**src/rtl/serial_add_ctrl.sv**
```systemverilog
//==============================================================================
// serial_add_ctrl : bit-serial adder built around one shared half-adder cell
// Revision: 1.0
//==============================================================================
`default_nettype none

module Half_Adder (
  input  logic a,
  input  logic b,
  output logic s,
  output logic c
);
  assign s = a ^ b;
  assign c = a & b;
endmodule

module serial_add_ctrl #(
  parameter int WIDTH = 8
) (
  input  logic             clk,
  input  logic             rst_n,
  input  logic             start,
  input  logic [WIDTH-1:0] a,
  input  logic [WIDTH-1:0] b,
  output logic             busy,
  output logic             done,
  output logic [WIDTH-1:0] sum,
  output logic             cout
);

  localparam int IDX_W = $clog2(WIDTH + 1);
  localparam logic [IDX_W-1:0] LAST_IDX = IDX_W'(WIDTH - 1);

  typedef enum logic [1:0] {
    IDLE = 2'd0,
    PH1  = 2'd1,
    PH2  = 2'd2,
    DONE = 2'd3
  } state_t;

  state_t state, state_next;

  logic [WIDTH-1:0] a_sr, b_sr, s_sr, s_next;
  logic [IDX_W-1:0] idx;
  logic             carry, p, g;
  logic             ha_a, ha_b, ha_s, ha_c;
  logic             last_bit;

  assign last_bit = (idx == LAST_IDX);

  Half_Adder u_ha (
    .a (ha_a),
    .b (ha_b),
    .s (ha_s),
    .c (ha_c)
  );

  // New sum bit enters at the MSB so the LSB-first walk ends fully aligned
  generate
    if (WIDTH == 1) begin : g_w1
      assign s_next = ha_s;
    end else begin : g_wn
      assign s_next = {ha_s, s_sr[WIDTH-1:1]};
    end
  endgenerate

  always_ff @(posedge clk or negedge rst_n) begin
    if (!rst_n) state <= IDLE;
    else        state <= state_next;
  end

  always_comb begin
    state_next = state;
    ha_a       = 1'b0;
    ha_b       = 1'b0;
    busy       = 1'b0;
    done       = 1'b0;
    case (state)
      IDLE: if (start) state_next = PH1;
      PH1: begin
        busy       = 1'b1;
        ha_a       = a_sr[0];
        ha_b       = b_sr[0];
        state_next = PH2;
      end
      PH2: begin
        busy       = 1'b1;
        ha_a       = p;
        ha_b       = carry;
        state_next = last_bit ? DONE : PH1;
      end
      DONE: begin
        done       = 1'b1;
        state_next = IDLE;
      end
      default: state_next = IDLE;
    endcase
  end

  always_ff @(posedge clk or negedge rst_n) begin
    if (!rst_n) begin
      a_sr  <= '0;
      b_sr  <= '0;
      s_sr  <= '0;
      idx   <= '0;
      carry <= 1'b0;
      p     <= 1'b0;
      g     <= 1'b0;
      sum   <= '0;
      cout  <= 1'b0;
    end else begin
      case (state)
        IDLE: if (start) begin
          a_sr  <= a;
          b_sr  <= b;
          carry <= 1'b0;
          idx   <= '0;
        end
        PH1: begin
          p <= ha_s;
          g <= ha_c;
        end
        PH2: begin
          // g and ha_c are mutually exclusive, so OR forms the full-adder carry
          carry <= g | ha_c;
          s_sr  <= s_next;
          a_sr  <= a_sr >> 1;
          b_sr  <= b_sr >> 1;
          if (last_bit) begin
            sum  <= s_next;
            cout <= g | ha_c;
          end else begin
            idx <= idx + IDX_W'(1);
          end
        end
        default: ;
      endcase
    end
  end

endmodule

`default_nettype wire

```
**config.mk**
```make
export PLATFORM = sky130hd
export DESIGN_NAME = serial_add_ctrl
export DESIGN_NICKNAME = d
export VERILOG_FILES = /design/src/rtl/serial_add_ctrl.sv
export SDC_FILE = /design/constraint.sdc
export NUM_CORES = 1
export LEC_CHECK = 0
export CORE_AREA = 2 2 65 67
export DETAILED_ROUTE_END_ITERATION = 8
export DIE_AREA = 0 0 67 69
export PLACE_DENSITY = 0.83
export SYNTH_ARGS = -nofsm -noshare
export SYNTH_HDL_FRONTEND = slang
export SYNTH_SLANG_ARGS = --single-unit
```
**constraint.sdc**
```tcl
create_clock -name clk -period 2 [get_ports clk]
set_input_delay 0.4 -clock clk [delete_from_list [all_inputs] [get_ports clk]]
set_output_delay 0.4 -clock clk [all_outputs]
set_load 0.005 [all_outputs]
```
==> results.md <==
* Status: complete, no violations
* Synthesis-to-finish area growth at 24.9%
* Row count at 23
* Slew Viols, Final at 0
* Grt total ovfl at 0
* Via-to-Cell Ratio at 5.02
* FMAX at 520 MHz
* Tmin final at 1.92 ns
* Pleak at 1.09 nW
* Dpl ws at 0.0974 ns
* Sink Count at 41
* Highest-delay cell along the critical path: clkdlybuf4s50_1
* Initial DRC count at 25
* Least-Margin Pin Slew at 0.501 ns
* Fill count at 349
* Antenna violation net count after detailed routing at 0
* Clk Tree Root Cell: clkbuf_8
* Post-DP HPWL at 2.60 mm
* Period utilisation layout at 0.961
* Final WS setup at 0.0780 ns
* Syn_area_per_cell at 10.8 µm²
* Total GRT Usage at 0.184
* Final net count at 232
* Critical-path maximum fanout at 3
* Core Area at 3910 µm²
* Final Hold Fails at 0
* Max_cap viols at 0
* Synth Register Bits at 41
* IO Count at 30
* WL final at 3.58 mm
* Starting Density at 0.477
* Placer congestion estimate at 0.817
* Non-filler cells, final at 258
* DRC at 0
* CP Capture Type: output port
* Peak supply drop at 0.615 mV
* First-pass GRT wire length at 6.33 mm
* Synth Area in Compound Gates at 0.0912
* Die Y at 69 µm
* Routed length per placed instance at 13.9 µm
* Setup-failing EPs final at 0
* Sequential element share of the synthesized area at 0.550
* CTS tree: yes
* Initial antenna violation count at 0
* Setup TNS at 0 ns
* Synth Instances at 173
* XOR/XNOR share of the synthesized area at 0
* Clock skew at 0.00501 ns
* Ant. Diodes at 0
* Largest buffer count on any clock path at 2
* Vias in the first global route at 1359
* Simple-gate share of the synthesized area at 0.139
* RSZ-0062 raised after global routing: no
* Yosys warns at 0
* Die footprint at 4620 µm²
* Main area contributors after synthesis: dfrtp_1, nand2_1, mux2i_1, mux2_2, o21ai_0
* Critical path startpoint category: flop
* Required time worst endpoint at 1.60 ns
* Pre-antenna DRT Iters at 4
* Skew-Pair Late Insertion Delay at 0.29 ns
* Yosys top cell area share at 0.550
* Post-Syn Nets at 198
* Via count at 1295
* Crit path DAT at 1.52 ns
* Largest net degree at the start of global routing at 23
* Overall Power at 3.09 mW
* H-Tree Depth at 2
* Hold_buf cts at 0
* Dpl cells at 248
* Clk slew on worst S/H paths at 0.08 ns
* Synth unique cells at 27
* Max transition margin at 0.666
* Critical path type: reg2out
* PortBufs at 29
* Post-synthesis mux area share at 0.135
* Power density cells at 1320 nW/µm²
* Post-Syn Area at 1870 µm²
* CTS Buf Count at 5
* Adder-Cell Fraction of Synth Area at 0.0402
* Largest family of logic cells by synthesized area: simple AND/OR/NAND/NOR gates
* Hold Path Class: in2async
* Cell accounting for the most synthesized area: dfrtp_1
* CP max stage delay at 0.50 ns
* Share of layout cells above drive strength 1 at 0.144
* Worst-path cell chain: inv_1 > ha_4 > clkdlybuf4s50_1
* Die Wd at 67 µm
## kinds of logic (layout without fill, tap and decap cells)
group / count (synthesis) / in the layout
fa+ha+maj: 6 / 6
flops: 41 / 41
buf+inv: 13 / 48
mux: 24 / 24
compound gates: 30 / 30
simple gates: 59 / 59
## layout by cell type (no fill, tap or decap), types with 2 or more instances in the layout
cell type	Yosys	final
mux2_2	9	9
nor2b_1	2	2
nand2_1	46	46
nand4_1	2	2
nand2b_1	4	4
a21oi_1	4	4
a22oi_1	2	2
o21ai_0	19	19
mux2i_1	15	14
inv_1	3	3
clkbuf_8	0	6
dfrtp_1	41	41
clkdlybuf4s50_1	0	28
buf_4	1	6
ha_1	6	5
## synthesized netlist by cell type
master,instances
a21oi_1,4
a22oi_1,2
a31oi_1,1
and3_1,1
and4b_4,1
buf_2,4
buf_4,1
buf_6,3
clkbuf_1,1
clkbuf_4,1
dfrtp_1,41
ha_1,6
inv_1,3
mux2_2,9
mux2i_1,15
nand2_1,46
nand2b_1,4
nand3_1,1
nand4_1,2
nand4b_1,1
nor2_1,1
nor2b_1,2
o211ai_2,1
o21ai_0,19
o21ai_1,1
o22a_1,1
o31ai_1,1
## worst paths after layout
check | slack (ns) | endpoint | depth (start not counted) | startpoint
worst max-delay path | 0.08 | busy | 3 | state[1]
worst min-delay path | 0.06 | g | 1 | rst_n
worst max register to register | 0.17 | p | 6 | state[1]
worst min register to register | 0.48 | sum[2] | 2 | sum[2]
max in group asynchronous | 1.45 | b_sr[2] | 2 | rst_n
min in group clk | 0.48 | sum[2] | 2 | sum[2]
## cell type report
| class | count | area, µm² | share of cell area |
|---|---|---|---|
| well taps | 50 | 62.6 | 0.0268 |
| inverters | 3 | 11.3 | 0.00483 |
| repair buffers | 37 | 362 | 0.155 |
| flip-flops and latches | 41 | 1030 | 0.440 |
| clock buffers | 6 | 82.6 | 0.0354 |
| clock inverters | 2 | 13.8 | 0.00590 |
| multi-input cells | 119 | 773 | 0.332 |
## flip-flops by register name, summed over array words and instances, names as in the netlist
| name | count |
|---|---|
| a_sr | 8 |
| b_sr | 8 |
| carry | 1 |
| cout | 1 |
| g | 1 |
| idx | 4 |
| p | 1 |
| s_sr | 7 |
| state | 2 |
| sum | 8 |
## critical path, delay by kind of cell, from the launching register on
family | cells | cell delay, ns
buf+inv | 2 | 0.59
flops | 1 | 0.36
fa+ha+maj | 1 | 0.29
## metal layers
layer  vias to the layer above  wire length, µm  global-route usage
met5                         -                0                   0
met4                         0               66              0.0794
met3                         5               97              0.0538
met2                        18             1790               0.289
met1                       622             1630               0.234
li1                        650                -                   -
## repair_timing
action,in CTS,in global routing
resized for setup,0,2
endpoints found under the setup margin,1,2
setup buffers,2,0
endpoints found under the hold margin,0,0
## where the power goes
part / leakage [nW] / switching (mW) / total (mW) / internal [mW]
combinational: 0.498 / 0.618 / 1.23 / 0.616
sequential: 0.539 / 0.182 / 1.29 / 1.11
clock: 0.0512 / 0.282 / 0.561 / 0.279
## per-stage QoR
step	area (µm²)	utilization	hold slack (ns)
floorplan	1870	-	0.104
global placement	2200	0.563	0.397
detailed placement	2200	0.563	0.395
CTS	2310	0.591	0.0711
global route	2330	0.596	0.0786
finish	2330	0.596	0.0616
(Power assumes the default switching activity.)
